[src/rtl/mul_div_unit_if.sv]
// Operand/result bundle between the CPU controller and the HI/LO multiply-divide unit.
// The controller drives clk_enable, start, op and operands; the unit returns status and HI/LO.
interface mul_div_unit_if #(
    parameter int WIDTH = 32
) ();
    logic             clk_enable;
    logic             start;
    logic [2:0]       op;
    logic [WIDTH-1:0] a;
    logic [WIDTH-1:0] b;
    logic             busy;
    logic             done;
    logic             div_by_zero;
    logic [WIDTH-1:0] hi;
    logic [WIDTH-1:0] lo;

    modport master (
        output clk_enable, start, op, a, b,
        input  busy, done, div_by_zero, hi, lo
    );

    modport slave (
        input  clk_enable, start, op, a, b,
        output busy, done, div_by_zero, hi, lo
    );
endinterface

[src/rtl/mul_div_unit.sv]
// Iterative MULT/MULTU/DIV/DIVU unit owning the MIPS HI/LO pair; also services MTHI/MTLO.
// Magnitudes are iterated unsigned (shift-add / restoring divide); signs are fixed in a final FIX cycle.
module mul_div_unit #(
    parameter int WIDTH = 32,
    parameter int CNT_W = $clog2(WIDTH + 1)
) (
    input  logic           clk,
    input  logic           reset,
    mul_div_unit_if.slave  bus
);

    typedef enum logic [1:0] {
        ST_IDLE = 2'b00,
        ST_RUN  = 2'b01,
        ST_FIX  = 2'b10
    } state_t;

    localparam logic [2:0] OP_MULT  = 3'b000;
    localparam logic [2:0] OP_MULTU = 3'b001;
    localparam logic [2:0] OP_DIV   = 3'b010;
    localparam logic [2:0] OP_DIVU  = 3'b011;
    localparam logic [2:0] OP_MTHI  = 3'b100;
    localparam logic [2:0] OP_MTLO  = 3'b101;

    state_t               state_q, state_d;
    logic [CNT_W-1:0]     cnt_q, cnt_d;
    logic [2*WIDTH-1:0]   acc_q, acc_d;
    logic [WIDTH-1:0]     opnd_q, opnd_d;
    logic                 is_div_q, is_div_d;
    logic                 zero_div_q, zero_div_d;
    logic                 neg_quo_q, neg_quo_d;
    logic                 neg_rem_q, neg_rem_d;
    logic [WIDTH-1:0]     hi_q, hi_d;
    logic [WIDTH-1:0]     lo_q, lo_d;
    logic                 busy_q, busy_d;
    logic                 done_q, done_d;
    logic                 dbz_q, dbz_d;

    logic                 signed_op_s;
    logic [WIDTH-1:0]     a_abs_s;
    logic [WIDTH-1:0]     b_abs_s;

    function automatic logic [WIDTH-1:0] twos_neg(input logic [WIDTH-1:0] v);
        return ~v + {{(WIDTH-1){1'b0}}, 1'b1};
    endfunction

    function automatic logic [2*WIDTH-1:0] twos_neg_dbl(input logic [2*WIDTH-1:0] v);
        return ~v + {{(2*WIDTH-1){1'b0}}, 1'b1};
    endfunction

    function automatic logic [WIDTH-1:0] abs_val(input logic [WIDTH-1:0] v);
        logic [WIDTH-1:0] r;
        if (v[WIDTH-1]) begin
            r = twos_neg(v);
        end else begin
            r = v;
        end
        return r;
    endfunction

    // Upper half accumulates the partial product, lower half shifts out the multiplier.
    function automatic logic [2*WIDTH-1:0] mul_step(input logic [2*WIDTH-1:0] acc,
                                                    input logic [WIDTH-1:0]   mcand);
        logic [WIDTH:0] sum;
        if (acc[0]) begin
            sum = {1'b0, acc[2*WIDTH-1:WIDTH]} + {1'b0, mcand};
        end else begin
            sum = {1'b0, acc[2*WIDTH-1:WIDTH]};
        end
        return {sum, acc[WIDTH-1:1]};
    endfunction

    // Upper half is the partial remainder, lower half shifts dividend out and quotient in.
    function automatic logic [2*WIDTH-1:0] div_step(input logic [2*WIDTH-1:0] acc,
                                                    input logic [WIDTH-1:0]   dvsr);
        logic [WIDTH:0]     shifted;
        logic [WIDTH:0]     diff;
        logic [2*WIDTH-1:0] r;
        shifted = acc[2*WIDTH-1:WIDTH-1];
        diff    = shifted - {1'b0, dvsr};
        if (diff[WIDTH]) begin
            r = {shifted[WIDTH-1:0], acc[WIDTH-2:0], 1'b0};
        end else begin
            r = {diff[WIDTH-1:0], acc[WIDTH-2:0], 1'b1};
        end
        return r;
    endfunction

    assign signed_op_s = ~bus.op[0];
    assign a_abs_s     = signed_op_s ? abs_val(bus.a) : bus.a;
    assign b_abs_s     = signed_op_s ? abs_val(bus.b) : bus.b;

    // Next-state and datapath decision for the IDLE/RUN/FIX sequencer.
    always_comb begin
        state_d    = state_q;
        cnt_d      = cnt_q;
        acc_d      = acc_q;
        opnd_d     = opnd_q;
        is_div_d   = is_div_q;
        zero_div_d = zero_div_q;
        neg_quo_d  = neg_quo_q;
        neg_rem_d  = neg_rem_q;
        hi_d       = hi_q;
        lo_d       = lo_q;
        busy_d     = busy_q;
        done_d     = 1'b0;
        dbz_d      = dbz_q;

        case (state_q)
            ST_IDLE: begin
                if (bus.start) begin
                    case (bus.op)
                        OP_MULT, OP_MULTU, OP_DIV, OP_DIVU: begin
                            is_div_d  = bus.op[1];
                            neg_quo_d = signed_op_s & (bus.a[WIDTH-1] ^ bus.b[WIDTH-1]);
                            neg_rem_d = signed_op_s & bus.a[WIDTH-1];
                            dbz_d     = 1'b0;
                            busy_d    = 1'b1;
                            cnt_d     = CNT_W'(WIDTH);
                            if (bus.op[1] && (bus.b == {WIDTH{1'b0}})) begin
                                // Divide by zero skips iteration; FIX reports raw dividend in HI.
                                zero_div_d = 1'b1;
                                state_d    = ST_FIX;
                                acc_d      = {{WIDTH{1'b0}}, bus.a};
                                opnd_d     = {WIDTH{1'b0}};
                            end else begin
                                zero_div_d = 1'b0;
                                state_d    = ST_RUN;
                                if (bus.op[1]) begin
                                    acc_d  = {{WIDTH{1'b0}}, a_abs_s};
                                    opnd_d = b_abs_s;
                                end else begin
                                    acc_d  = {{WIDTH{1'b0}}, b_abs_s};
                                    opnd_d = a_abs_s;
                                end
                            end
                        end
                        OP_MTHI: begin
                            hi_d  = bus.a;
                            dbz_d = 1'b0;
                        end
                        OP_MTLO: begin
                            lo_d  = bus.a;
                            dbz_d = 1'b0;
                        end
                        default: begin
                            state_d = ST_IDLE;
                        end
                    endcase
                end else begin
                    state_d = ST_IDLE;
                end
            end

            ST_RUN: begin
                if (is_div_q) begin
                    acc_d = div_step(acc_q, opnd_q);
                end else begin
                    acc_d = mul_step(acc_q, opnd_q);
                end
                cnt_d = cnt_q - {{(CNT_W-1){1'b0}}, 1'b1};
                if (cnt_q == {{(CNT_W-1){1'b0}}, 1'b1}) begin
                    state_d = ST_FIX;
                end else begin
                    state_d = ST_RUN;
                end
            end

            ST_FIX: begin
                state_d = ST_IDLE;
                busy_d  = 1'b0;
                done_d  = 1'b1;
                if (zero_div_q) begin
                    hi_d  = acc_q[WIDTH-1:0];
                    lo_d  = {WIDTH{1'b1}};
                    dbz_d = 1'b1;
                end else if (is_div_q) begin
                    lo_d = neg_quo_q ? twos_neg(acc_q[WIDTH-1:0]) : acc_q[WIDTH-1:0];
                    hi_d = neg_rem_q ? twos_neg(acc_q[2*WIDTH-1:WIDTH]) : acc_q[2*WIDTH-1:WIDTH];
                end else begin
                    {hi_d, lo_d} = neg_quo_q ? twos_neg_dbl(acc_q) : acc_q;
                end
            end

            default: begin
                state_d = ST_IDLE;
                busy_d  = 1'b0;
            end
        endcase
    end

    // State and result registers; clk_enable low freezes everything including done.
    always_ff @(posedge clk or negedge reset) begin
        if (!reset) begin
            state_q    <= ST_IDLE;
            cnt_q      <= {CNT_W{1'b0}};
            acc_q      <= {(2*WIDTH){1'b0}};
            opnd_q     <= {WIDTH{1'b0}};
            is_div_q   <= 1'b0;
            zero_div_q <= 1'b0;
            neg_quo_q  <= 1'b0;
            neg_rem_q  <= 1'b0;
            hi_q       <= {WIDTH{1'b0}};
            lo_q       <= {WIDTH{1'b0}};
            busy_q     <= 1'b0;
            done_q     <= 1'b0;
            dbz_q      <= 1'b0;
        end else if (bus.clk_enable) begin
            state_q    <= state_d;
            cnt_q      <= cnt_d;
            acc_q      <= acc_d;
            opnd_q     <= opnd_d;
            is_div_q   <= is_div_d;
            zero_div_q <= zero_div_d;
            neg_quo_q  <= neg_quo_d;
            neg_rem_q  <= neg_rem_d;
            hi_q       <= hi_d;
            lo_q       <= lo_d;
            busy_q     <= busy_d;
            done_q     <= done_d;
            dbz_q      <= dbz_d;
        end
    end

    assign bus.busy        = busy_q;
    assign bus.done        = done_q;
    assign bus.div_by_zero = dbz_q;
    assign bus.hi          = hi_q;
    assign bus.lo          = lo_q;

endmodule

[src/flat_wrapper.sv]
// flat-port wrapper written by rule: the top's interface ports become plain ports
module mul_div_unit_flat 
#(
    parameter int WIDTH = 32,
    parameter int CNT_W = $clog2(WIDTH + 1)
)
  (clk, reset, bus_clk_enable, bus_start, bus_op, bus_a, bus_b, bus_busy, bus_done, bus_div_by_zero, bus_hi, bus_lo);
  mul_div_unit_if #(.WIDTH(WIDTH)) bus_i ();
  input  logic clk;
  input  logic reset;
  input wire logic [$bits(bus_i.clk_enable)-1:0] bus_clk_enable;
  input wire logic [$bits(bus_i.start)-1:0] bus_start;
  input wire logic [$bits(bus_i.op)-1:0] bus_op;
  input wire logic [$bits(bus_i.a)-1:0] bus_a;
  input wire logic [$bits(bus_i.b)-1:0] bus_b;
  output wire logic [$bits(bus_i.busy)-1:0] bus_busy;
  output wire logic [$bits(bus_i.done)-1:0] bus_done;
  output wire logic [$bits(bus_i.div_by_zero)-1:0] bus_div_by_zero;
  output wire logic [$bits(bus_i.hi)-1:0] bus_hi;
  output wire logic [$bits(bus_i.lo)-1:0] bus_lo;
  assign bus_i.clk_enable = bus_clk_enable;
  assign bus_i.start = bus_start;
  assign bus_i.op = bus_op;
  assign bus_i.a = bus_a;
  assign bus_i.b = bus_b;
  assign bus_busy = bus_i.busy;
  assign bus_done = bus_i.done;
  assign bus_div_by_zero = bus_i.div_by_zero;
  assign bus_hi = bus_i.hi;
  assign bus_lo = bus_i.lo;
  mul_div_unit #(.WIDTH(WIDTH), .CNT_W(CNT_W)) u_core (.clk(clk), .reset(reset), .bus(bus_i));
endmodule
[config.mk]
export PLATFORM = sky130hd
export DESIGN_NAME = mul_div_unit_flat
export DESIGN_NICKNAME = d
export VERILOG_FILES = /design/src/rtl/mul_div_unit_if.sv /design/src/rtl/mul_div_unit.sv /design/src/flat_wrapper.sv
export SDC_FILE = /design/constraint.sdc
export NUM_CORES = 1
export LEC_CHECK = 0
export CAP_MARGIN = 40
export CORE_MARGIN = 4
export CORE_UTILIZATION = 47
export CTS_CLUSTER_DIAMETER = 40
export CTS_CLUSTER_SIZE = 10
export DETAILED_ROUTE_END_ITERATION = 8
export PLACE_DENSITY = 0.66
export SYNTH_ARGS = -nofsm -noshare
export SYNTH_HDL_FRONTEND = slang
export SYNTH_SLANG_ARGS = --single-unit
[constraint.sdc]
create_clock -name clk -period 5.4 [get_ports clk]
set_input_delay 1.08 -clock clk [delete_from_list [all_inputs] [get_ports clk]]
set_output_delay 1.08 -clock clk [all_outputs]
set_load 0.005 [all_outputs]
## Yosys cells after proc, flatten, opt, wreduce, memory -nomap -nowiden

Index checks and enable logic that the tools add are counted.

| word-level totals | value |
|---|---|
| register bits | 175 |
| output and inout bits | 67 |
| input port bits | 71 |

| cells by class | value |
|---|---|
| reductions and logical operators | 16 |
| add/sub/neg operators | 8 |
| multiplexer cells | 44 |
| bitwise gates (word level) | 10 |
| equality and inequality tests | 15 |

Operator list:

| cell | count |
|---|---|
| $mux W32 | 17 |
| $mux W64 | 6 |
| $add A32 B1 Y32 const B | 4 |
| $not A32 Y32 | 4 |
| $pmux W32 S2 | 2 |
| $pmux W64 S2 | 1 |
| $add A64 B1 Y64 const B | 1 |
| $not A64 Y64 | 1 |
| $add A32 B32 Y33 | 1 |
| $mux W33 | 1 |
| $sub A33 B32 Y33 | 1 |
| $logic_not A32 Y1 | 1 |
| $reduce_and A4 Y1 | 5 |
| $mux W6 | 2 |
| $pmux W6 S2 | 1 |
| $ne A2 B2 Y1 const B | 5 |
| $pmux W2 S2 | 2 |
| $mux W1 | 7 |
| $eq A3 B2 Y1 const B | 2 |
| $eq A3 B3 Y1 const B | 2 |
| $eq A6 B1 Y1 const B | 1 |
| $mux W2 | 3 |
| $reduce_or A6 Y1 | 1 |
| $sub A6 B1 Y6 const B | 1 |
| other kinds (17) | 21 |

## Logic depth before layout (Yosys ltp)

Gate-level depths: netlist of the first run.

| logic depth | value |
|---|---|
| depth after elaboration | 9 |
| gate-level depth with buffers | 14 |
| mapped depth without buffers | 12 |

## Least setup slack after synthesis of the first run

Ideal clock, no wire load.

| timing | value |
|---|---|
| kind | input to register |
| start point | in bus_a[8] |
| end point | reg u_core.acc_q[29] |
| arrival | 3.552 ns |
| path slack | 1.724 ns |
| cell stages on the path | 10 |
| path buffers | 2 |
| library setup time | 0.124 ns |
| cells stage by stage | clkbuf_1 > or4_1 > or3_1 > buf_2 > nor4_2 > nand3b_1 > o31ai_2 > mux2i_1 > a21oi_1 > a211o_1 |

| on the way | value |
|---|---|
| cells in the longest elaborated chain, start to end | 9 |

RTL lines:

| what | line | source |
|---|---|---|
| from (decl) | flat_wrapper.sv:14 | `input wire logic [$bits(bus_i.a)-1:0] bus_a;` |
| $not A32 Y32 | mul_div_unit.sv:44 | `return ~v + {{(WIDTH-1){1'b0}}, 1'b1};` |
| $add A32 B1 Y32 | mul_div_unit.sv:44 |  |
| $mux W32 | mul_div_unit.sv:53 | `if (v[WIDTH-1]) begin` |
| $mux W32 | mul_div_unit.sv:90 | `assign a_abs_s = signed_op_s ? abs_val(bus.a) : bus.a;` |
| $mux W32 | mul_div_unit.sv:129 | `if (bus.op[1]) begin` |
| $mux W64 | mul_div_unit.sv:120 | `if (bus.op[1] && (bus.b == {WIDTH{1'b0}})) begin` |
| $mux W64 | mul_div_unit.sv:112 | `case (bus.op)` |
| $mux W64 | mul_div_unit.sv:111 | `if (bus.start) begin` |
| $pmux W64 S2 | mul_div_unit.sv:109 | `case (state_q)` |
| to (signal assigned) | mul_div_unit.sv:197 | `acc_q <= {(2*WIDTH){1'b0}};` |
| to (decl) | mul_div_unit.sv:27 | `logic [2*WIDTH-1:0] acc_q, acc_d;` |

Every way passes these cells. The select of a mux whose other input is x is not followed.
A chain may end at the register's enable or synchronous reset.

## Final worst setup path of the first run

| timing | value |
|---|---|
| start point | reg u_core.acc_q[31] |
| end point | reg u_core.acc_q[62] |

| on the way | value |
|---|---|
| cells in the longest elaborated chain, start to end | 4 |

RTL lines:

| what | line | source |
|---|---|---|
| $sub A33 B32 Y33 | mul_div_unit.sv:80 | `diff = shifted - {1'b0, dvsr};` |
| $mux W64 | mul_div_unit.sv:81 | `if (diff[WIDTH]) begin` |
| $mux W64 | mul_div_unit.sv:156 | `if (is_div_q) begin` |
| $pmux W64 S2 | mul_div_unit.sv:109 |  |

Every way passes these cells.

==> results.txt, run 1 <==
Outcome -> finished clean
Num Clock Sinks -> 175
RSZ-0062 raised after global routing -> no
Detailed Place HPWL -> 49200 µm
First-pass GRT wire length -> 99500 µm
Commonest register cell after synthesis -> dfrtp_1
Fin crit share -> 0.772
Post-synthesis register bit count -> 175
Leak -> 7.50 nW
WHS Path Cells -> 2
Post-synth top area share -> 0.266
FP Rows -> 68
Initial antenna violation count -> 0
Critical Path, Cell by Cell -> inv_1 > ha_1 > fa_1 > nand2b_1 > a21oi_1 > o21a_1 > o2111a_1 > o21ba_2 > o21ai_1 > nand2_1 > a211oi_1 > o41ai_1
Final setup margin -> 1.23 ns
Hold Vio Cnt, Final -> 0
CTS Hold Bufs -> 0
Top-count cell post-synth -> nand2_1
DRT Pass-1 Iters -> 8
Synth Cell Area -> 16400 µm²
Critical path required time -> 5.75 ns
Dpl ws -> 1.05 ns
Fin util -> 0.542
Seq/Total Area, Yosys -> 0.266
Vias in the first global route -> 16200
Worst path slowest cell -> nand2_1
CP endpoint kind -> flop
Worst slew pin tran -> 0.893 ns
Min-delay worst type -> flop to flop
Routed wire length -> 65400 µm
Grt total ovfl -> 0
I/O pin count -> 138
Post-synth top cells -> nand2_1, a21oi_1, o21ai_0, dfrtp_1, nor2_1
Post-synth EDFFs -> 0
Setup Buffers After CTS -> 0
Effective utilization at floorplan -> 0.476
Fin. max-slew vios -> 0
Area grow syn2layout -> 13.8%
CTS Buffer Depth -> 2
RD Place Congestion -> 1.03
CTS root buf -> clkbuf_16
Crit Path Class -> flop to flop
DRT iter0 DRCs -> 2496
Startpoint Class -> flop
Core Area -> 34500 µm²
Reg2Reg Depth -> 12
Clk_lat worst skew -> 0.47 ns
Critical Path Stages -> 12
Die height -> 195 µm
Area leader, netlist -> dfrtp_1
Final TNS setup -> 0 ns
Setup Skew -> 0.0120 ns
DRT antenna net count -> 0
FMAX -> 0.240 GHz
CP Buf/Inv Count -> 1
Final setup violation count -> 0
WP data arrival -> 4.52 ns
GRT Total Usage -> 0.332
Layout cells sized above 1 -> 0.0544
Library cells used by synthesis -> 86
Die Area -> 38000 µm²
Asr flop ratio synth -> 1.00
Instance count of the mapped netlist -> 2190
Max-cap violations -> 0
CTS Buf Count -> 17
Wire per inst -> 24.4 µm
Via Count -> 17700
Cell family with most CP delay -> compound AO/OA/AOI/OAI gates
Buffers added on ports -> 137
Avg Cell Area, Syn -> 7.50 µm²
CTS clk-pin slew, worst paths -> 0.07 ns
Crit Path Max Fanout -> 15
Cell Pwr Density -> 630 nW/µm²
Peak VDD IR -> 0.264 mV
H-tree depth -> 4
Slew margin rel. -> 0.399
CTS tree -> yes
Critical Path Max Stage Delay -> 0.65 ns
Post-cts sizing count -> 0
Synth Net Count -> 2333
Die Span X -> 195 µm
Layout Nets -> 2356
Residual DRC -> 0
Ant. Diodes -> 0
PnR Total Power -> 11.8 mW
Largest net degree at the start of global routing -> 88
Tmin final -> 4.17 ns
DR vias/cell -> 6.60
Main area contributors after synthesis -> dfrtp_1, a21oi_1, o21ai_0
Ys Warns -> 0
kinds of logic (layout without fill, tap and decap cells):
logic type / after synthesis / in the layout / synth area share
AO/OA/AOI/OAI: 786 / 786 / 0.297
adder cells (fa/ha/maj): 72 / 72 / 0.0557
flip-flops: 175 / 175 / 0.266
AND/OR/NAND/NOR: 683 / 683 / 0.197
multiplexers: 61 / 61 / 0.0379
buffers and inverters: 248 / 284 / 0.0578
XOR/XNOR: 165 / 165 / 0.0879
state kept, by name, summed over array words and instances (netlist names), 2 cells and up:
| signal | count |
|---|---|
| u_core.acc_q | 64 |
| u_core.bus.hi | 32 |
| u_core.bus.lo | 32 |
| u_core.cnt_q | 6 |
| u_core.opnd_q | 32 |
| u_core.state_q | 2 |
metrics by stage:
| step | instances | hold slack [ns] | instance area, µm² |
|---|---|---|---|
| 4_1_cts | 2681 | 0.487 | 18700 |
| 2_1_floorplan | 2190 | 0.473 | 16400 |
| 5_1_grt | 2681 | 0.504 | 18700 |
| 3_5_place_dp | 2649 | 0.470 | 18100 |
| 6_report | 2681 | 0.484 | 18700 |
| 3_3_place_gp | 2647 | 0.461 | 18100 |
tightest hold or removal path: stages (launching register included):
cell and delay, ns:
dfrtp_1 0.35, nand2_1 0.05, o21ai_0 0.06
final cells by class:
type                    instances  area (µm²)
clock inverters                13         141
multi-input cells            1767       11200
repair buffers                181        1750
fillers                      3366       15800
clock buffers                  19         443
inverters                      71         267
flip-flops and latches        175        4380
well taps                     455         569
layer usage:
| layer | wire length [µm] | track usage | vias to the layer above |
|---|---|---|---|
| li1 | - | - | 8060 |
| met1 | 27700 | 0.468 | 8453 |
| met2 | 27700 | 0.484 | 1014 |
| met3 | 6890 | 0.0837 | 172 |
| met4 | 3120 | 0.139 | 0 |
| met5 | 0 | 0 | - |
placed cells by master, fill, tap and decap left out, types with 44 or more instances in the layout:
cell type        netlist  routed
a211oi_1              52      52
a21oi_1              218     218
clkdlybuf4s50_1        0     135
dfrtp_1              175     174
ha_1                  70      70
inv_1                 70      70
mux2i_1               51      51
nand2_1              240     240
nand3_1               45      45
nor2_1               165     164
nor3_1                69      68
o21ai_0              216     216
o22ai_1               44      44
xnor2_1              104     104
xor2_1                61      61
path summary, 6_finish.rpt:
kind	start	to	slack (ns)
hold / removal	u_core.bus.lo[30]$_DFFE_PN0P_	u_core.bus.lo[30]$_DFFE_PN0P_	0.48
hold reg to reg	u_core.bus.lo[30]$_DFFE_PN0P_	u_core.bus.lo[30]$_DFFE_PN0P_	0.48
setup reg to reg	u_core.acc_q[31]$_DFFE_PN0P_	u_core.acc_q[62]$_DFFE_PN0P_	1.23
min in group asynchronous	reset	u_core.opnd_q[2]$_DFFE_PN0P_	0.67
setup / recovery	u_core.acc_q[31]$_DFFE_PN0P_	u_core.acc_q[62]$_DFFE_PN0P_	1.23
max in group asynchronous	reset	u_core.is_div_q$_DFFE_PN0P_	3.44
report_power, final:
part / internal, mW / switching, mW / total, mW
combinational: 3.16 / 4.66 / 7.82
clock: 0.668 / 0.631 / 1.30
sequential: 1.80 / 0.868 / 2.67
total: 5.63 / 6.16 / 11.8
Power figures use the tool's default switching activity.
==> run 2: changes to the inputs <==
PLACE_DENSITY = 0.68   (was 0.66)
clock period = 3.6 ns   (was 5.4 ns; I/O delays follow)
==> run 2 against run 1 <==
  * Clock-buffer cell count grew 1
  * Sequential cell count is the same
  * Critical path depth grew 2
  * Fmax grew 21%
  * Setup slack lost 1.1 ns
  * Critical endpoint is now u_core.acc_q[61]$_DFFE_PN0P_
  * Largest cell class unchanged
  * Largest power group unchanged
  * Highest routed layer is now met5
==> results.txt, run 2 (synthesized netlist as in run 1, its figures left out) <==
GRT Total Usage -> 0.347 (+0.0155)
Commonest cells after routing, fill and taps aside -> nand2_1, a21oi_1, o21ai_0
Max-cap violations -> 0 (unchanged)
FMAX -> 0.291 GHz (+21%)
Routed wire length -> 68400 µm (+4.6%)
Leak -> 8.30 nW (+11%)
Fin Hold WS -> 0.271 ns (-0.213 ns)
Num Clock Sinks -> 175 (unchanged)
Outcome -> finished clean
Setup Buffers After CTS -> 0 (unchanged)
Layout cells sized above 1 -> 0.121 (+0.0662)
CTS Hold Bufs -> 0 (unchanged)
Die Area -> 38000 µm² (unchanged)
PnR Total Power -> 18.6 mW (+58%)
H-tree depth -> 4 (unchanged)
Buffers added on ports -> 137 (unchanged)
Setup Skew -> 0.0152 ns (+0.00324 ns)
R2R setup slack -> 0.16 ns (-1.07 ns)
Most common library cell in the layout ignoring fill and taps -> nand2_1
CTS Buffer Depth -> 2 (unchanged)
Cell Pwr Density -> 932 nW/µm² (+48%)
Residual DRC -> 0 (unchanged)
Worst slew pin tran -> 0.702 ns (-0.190 ns)
Sw Pwr -> 9.51 mW (+54%)
DR vias/cell -> 6.40 (-3.1%)
CP endpoint kind -> flop
Non-filler cells, final -> 2844 (+6.1%)
FP Rows -> 68 (unchanged)
Effective utilization at floorplan -> 0.476 (unchanged)
DRT antenna net count -> 0 (unchanged)
CTS root buf -> clkbuf_16
Fin util -> 0.577 (+0.0359)
Grt total ovfl -> 0 (unchanged)
Hold Vio Cnt, Final -> 0 (unchanged)
Largest net degree at the start of global routing -> 94 (+6.8%)
DRT iter0 DRCs -> 2344 (-6.1%)
CTS clk-pin slew, worst paths -> 0.08 ns (about the same)
Core Area -> 34500 µm² (unchanged)
Final setup margin -> 0.158 ns (-1.07 ns)
Min-delay worst type -> input pin to asynchronous set/reset pin
FF-to-FF End -> u_core.acc_q[61]$_DFFE_PN0P_
Reg with most FFs -> u_core.acc_q
CTS Buf Count -> 17 (unchanged)
DRT Pass-1 Iters -> 7 (-1)
Reg-to-reg startpoint -> u_core.opnd_q[0]$_DFFE_PN0P_
Die Span X -> 195 µm (unchanged)
Wire per inst -> 24.0 µm (-1.4%)
Post-cts sizing count -> 0 (unchanged)
Die height -> 195 µm (unchanged)
Int Power -> 9.07 mW (+61%)
Largest register FFs -> 64 (unchanged)
Initial antenna violation count -> 2 (+2)
Clk_lat worst skew -> 0.46 ns (about the same)
Dpl ws -> -0.133 ns (-1.18 ns)
RSZ-0062 raised after global routing -> yes
Critical path required time -> 3.95 ns (-1.80 ns)
Logic pwr share -> 0.716 (+0.053)
Dpl cells -> 2812 (+6.2%)
RD Place Congestion -> 1.00 (-2.8%)
Fin crit share -> 0.956 (+0.184)
Via Count -> 18200 (+2.8%)
Detailed Place HPWL -> 53200 µm (+8.0%)
Final setup violation count -> 0 (unchanged)
Tmin final -> 3.44 ns (-0.728 ns)
Peak VDD IR -> 0.461 mV (+75%)
CTS tree -> yes
Fin. max-slew vios -> 0 (unchanged)
Crit Path Class -> flop to flop
Vias in the first global route -> 16800 (+3.4%)
First-pass GRT wire length -> 103000 µm (+3.7%)
Startpoint Class -> flop
I/O pin count -> 138 (unchanged)
Layout Nets -> 2519 (+6.9%)
Area grow syn2layout -> 21.4%
Reg2Reg Depth -> 14 (+2)
Crit Path Max Fanout -> 3 (-12)
Slew margin rel. -> 0.530 (+0.131)
WP data arrival -> 3.79 ns (-0.73 ns)
Sw Ratio -> 0.512 (-0.0107)
Reg power frac -> 0.188 (-0.038)
Clock power share -> 0.096 (-0.014)
-- run 2: cell types whose count changed in the layout (fill, tap and decap cells not counted), moves of 2 or more --
| cell | change |
|---|---|
| buf_4 | +158 |
| clkinv_2 | +4 |
| a21oi_1 | -2 |
| inv_8 | -4 |
| clkinvlp_4 | -2 |
| buf_12 | +6 |
| a21oi_2 | +2 |
-- run 2: worst max-delay path: stages, from the launching register on --
cell and delay, ns:
dfrtp_2 0.45, ha_2 0.22, inv_1 0.05, fa_1 0.41, nor2b_2 0.15, o211ai_1 0.14
a31oi_1 0.16, buf_4 0.15, o211ai_1 0.19, o31ai_1 0.34, buf_4 0.19, a21oi_1 0.08
o21bai_1 0.17, mux2_2 0.36, a32o_1 0.24
-- run 2: cell type report --
type	instances	area, µm²
multi-input combinational	1767	11200
antenna	1	2.50
timing repair buffer	344	3020
clock buffer	20	447
inverter	71	267
fill	3286	14600
tap	455	569
clock inverter	11	80.1
sequential	175	4380
-- run 2: how the worst max path moves through the flow --
stage               depth (start not counted)  slack (ns)                    startpoint                      endpoint
floorplan                                  10        0.28                      bus_a[8]  u_core.acc_q[29]$_DFFE_PN0P_
global placement                            9       -0.10                     bus_a[10]  u_core.acc_q[29]$_DFFE_PN0P_
detailed placement                          9       -0.13                     bus_a[10]  u_core.acc_q[29]$_DFFE_PN0P_
CTS                                        14        0.03  u_core.opnd_q[0]$_DFFE_PN0P_  u_core.acc_q[61]$_DFFE_PN0P_
global route                               14       -0.02  u_core.opnd_q[0]$_DFFE_PN0P_  u_core.acc_q[61]$_DFFE_PN0P_
finish                                     14        0.16  u_core.opnd_q[0]$_DFFE_PN0P_  u_core.acc_q[61]$_DFFE_PN0P_
-- run 2: power groups by stage --
stage               clock network (mW)  logic (mW)  registers, mW
detailed placement                   0        12.9           3.50
finish                            1.79        13.3           3.50
global route                      1.88        14.4           3.57
global placement                     0        12.8           3.48
CTS                               1.80        13.0           3.46
floorplan                            0        8.43           3.29
-- run 2: metrics by stage --
stage	instance area [µm²]	setup TNS [ns]
after detailed placement	19400	-0.481
after global routing	19900	-0.0237
after floorplan	16400	0
after global placement	19400	-0.224
final	19900	0
after CTS	19900	0
-- run 2: per-layer routing --
layer	part of all wire	vias up	wire, µm	global-route usage
met4	0.051	2	3450	0.153
met3	0.10	162	7140	0.0738
met1	0.43	8624	29200	0.499
met2	0.42	1024	28600	0.503
met5	0.00015	-	10	0
li1	-	8390	-	-
==> run 3: changes to the inputs <==
CORE_MARGIN = not set   (was 4)
PLACE_DENSITY = 0.7   (was 0.68)
clock period = 3.15 ns   (was 3.6 ns; I/O delays follow)
==> run 3 against run 2 <==
  * Routed wire length grew 4.7%
  * Critical path depth grew 3
  * Critical path type unchanged
  * Highest routed layer unchanged
  * Die area shrank 6.1%
  * The flow now finishes with violations (design-rule violations, negative setup slack)
==> results.txt, run 3 (synthesized netlist as in run 1, its figures left out) <==
Max-cap violations -> 0 (unchanged)
Leak -> 9.57 nW (+15%)
Startpoint Class -> flop
Slew margin rel. -> 0.530 (about the same)
FMAX -> 0.295 GHz (+1.5%)
H-tree depth -> 4 (unchanged)
DRT Pass-1 Iters -> 8 (+1)
DR vias/cell -> 6.34 (-0.95%)
CP endpoint kind -> flop
Tmin final -> 3.39 ns (-0.0519 ns)
Residual DRC -> 2 (+2)
Critical path required time -> 3.50 ns (-0.45 ns)
FP Rows -> 68 (unchanged)
Area grow syn2layout -> 36.1%
Cell Pwr Density -> 1120 nW/µm² (+20%)
Initial antenna violation count -> 1 (-1)
Grt total ovfl -> 0 (unchanged)
Outcome -> complete, but fails checks
CTS Hold Bufs -> 0 (unchanged)
Crit Path Max Fanout -> 8 (+5)
Layout cells sized above 1 -> 0.227 (+0.107)
Fin Hold WS -> 0.180 ns (-0.0910 ns)
PnR Total Power -> 25.1 mW (+35%)
Ant. Diodes -> 0 (-1)
CTS clk-pin slew, worst paths -> 0.08 ns (about the same)
Peak VDD IR -> 0.874 mV (+90%)
CTS tree -> yes
Die height -> 189 µm (-3.1%)
Setup Skew -> 0.0146 ns (-0.000599 ns)
Detailed Place HPWL -> 55300 µm (+3.9%)
Min-delay worst type -> input pin to asynchronous set/reset pin
Layout Nets -> 2738 (+8.7%)
Hold Vio Cnt, Final -> 0 (unchanged)
Buffers added on ports -> 137 (unchanged)
Wire per inst -> 23.4 µm (-2.8%)
DRT antenna net count -> 0 (unchanged)
CTS Buf Count -> 17 (unchanged)
GRT Total Usage -> 0.392 (+0.0453)
Clk_lat worst skew -> 0.47 ns (about the same)
Fin. max-slew vios -> 0 (unchanged)
Vias in the first global route -> 17800 (+6.5%)
CTS root buf -> clkbuf_16
Largest net degree at the start of global routing -> 128 (+36%)
Num Clock Sinks -> 175 (unchanged)
Failing checks -> design-rule violations, negative setup slack
Reg with most FFs -> u_core.acc_q
Final TNS setup -> -4.14 ns (-4.14 ns)
RSZ-0062 raised after global routing -> yes
Effective utilization at floorplan -> 0.477 (+0.00117)
Final setup margin -> -0.240 ns (-0.398 ns)
Dpl cells -> 2996 (+6.5%)
CTS Buffer Depth -> 2 (unchanged)
DRT iter0 DRCs -> 2197 (-6.3%)
RD Place Congestion -> 1.03 (+2.4%)
Core Area -> 34500 µm² (-0.25%)
Fin crit share -> 1.08 (+0.120)
Via Count -> 19400 (+6.7%)
Routed wire length -> 71600 µm (+4.7%)
Dpl ws -> -0.495 ns (-0.362 ns)
Largest register FFs -> 64 (unchanged)
Most common library cell in the layout ignoring fill and taps -> buf_4
Die Area -> 35700 µm² (-6.1%)
Crit Path Class -> flop to flop
Final setup violation count -> 31 (+31)
I/O pin count -> 138 (unchanged)
Non-filler cells, final -> 3063 (+7.7%)
Commonest cells after routing, fill and taps aside -> buf_4, nand2_1, a21oi_1
Worst slew pin tran -> 0.704 ns (+0.00197 ns)
Die Span X -> 189 µm (-3.1%)
First-pass GRT wire length -> 107000 µm (+3.9%)
WP data arrival -> 3.74 ns (-0.05 ns)
[run 3: changes by cell type in the layout (fill, tap and decap cells not counted), sizes merged]
cell / before / now
bufinv: 0 / 1
inv: 76 / 79
clkbuf: 20 / 18
buf: 209 / 427
diode: 1 / 0
[run 3: where the power goes]
group / switching, mW / internal (mW) / total (mW) / leakage, nW
Clock: 1.14 / 1.13 / 2.28 / 0.291
Sequential: 0.807 / 3.10 / 3.91 / 2.27
Combinational: 10.4 / 8.45 / 18.9 / 7.00
Total: 12.4 / 12.7 / 25.1 / 9.57
[run 3: path summary, 6_finish.rpt]
path | start | to | slack [ns] | depth (start not counted)
setup / recovery | u_core.opnd_q[0]$_DFFE_PN0P_ | u_core.acc_q[37]$_DFFE_PN0P_ | -0.24 | 17
hold reg to reg | u_core.bus.hi[6]$_DFFE_PN0P_ | u_core.bus.hi[6]$_DFFE_PN0P_ | 0.48 | 2
min in group clk | u_core.bus.hi[6]$_DFFE_PN0P_ | u_core.bus.hi[6]$_DFFE_PN0P_ | 0.48 | 2
hold / removal | reset | u_core.acc_q[38]$_DFFE_PN0P_ | 0.18 | 1
max in group asynchronous | reset | u_core.opnd_q[25]$_DFFE_PN0P_ | 2.15 | 2
setup reg to reg | u_core.opnd_q[0]$_DFFE_PN0P_ | u_core.acc_q[37]$_DFFE_PN0P_ | -0.24 | 17
[run 3: timing repair]
action                                  CTS  global route
setup buffers                            16            22
pin swaps                                17            62
cloned                                    0             1
gates resized for setup                  41           118
endpoints found under the setup margin   51            68
[run 3: area by class of cell]
class,count,area (µm²)
multi-input cells,1767,11800
clock buffers,17,425
inverters,71,267
flip-flops and latches,175,4380
fillers,2983,12100
repair buffers,563,4800
well taps,455,569
clock inverters,15,168
[run 3: critical path, cell delays in order, from the launching register on]
cell and delay [ns]:
dfrtp_1 0.41, buf_4 0.15, buf_6 0.11, ha_4 0.16, fa_2 0.36, nand2b_4 0.16
a21oi_2 0.12, buf_4 0.14, o21a_1 0.15, o2111a_2 0.31, o21ba_4 0.19, nor3_4 0.05
buf_6 0.14, nor2_4 0.20, buf_12 0.19, buf_6 0.11, mux2i_1 0.19, o221ai_1 0.14
[run 3: layer usage]
metal | wire length (µm) | vias up | global-route usage
li1 | - | 8822 | -
met1 | 29800 | 9327 | 0.542
met2 | 30900 | 1097 | 0.593
met3 | 7600 | 169 | 0.0806
met4 | 3330 | 2 | 0.166
met5 | 13 | - | 0
[run 3: through the flow]
step,area [µm²],utilization
after floorplan,16500,-
after global placement,20800,0.604
after detailed placement,20800,0.604
after CTS,21700,0.630
after global routing,22400,0.649
final,22400,0.649
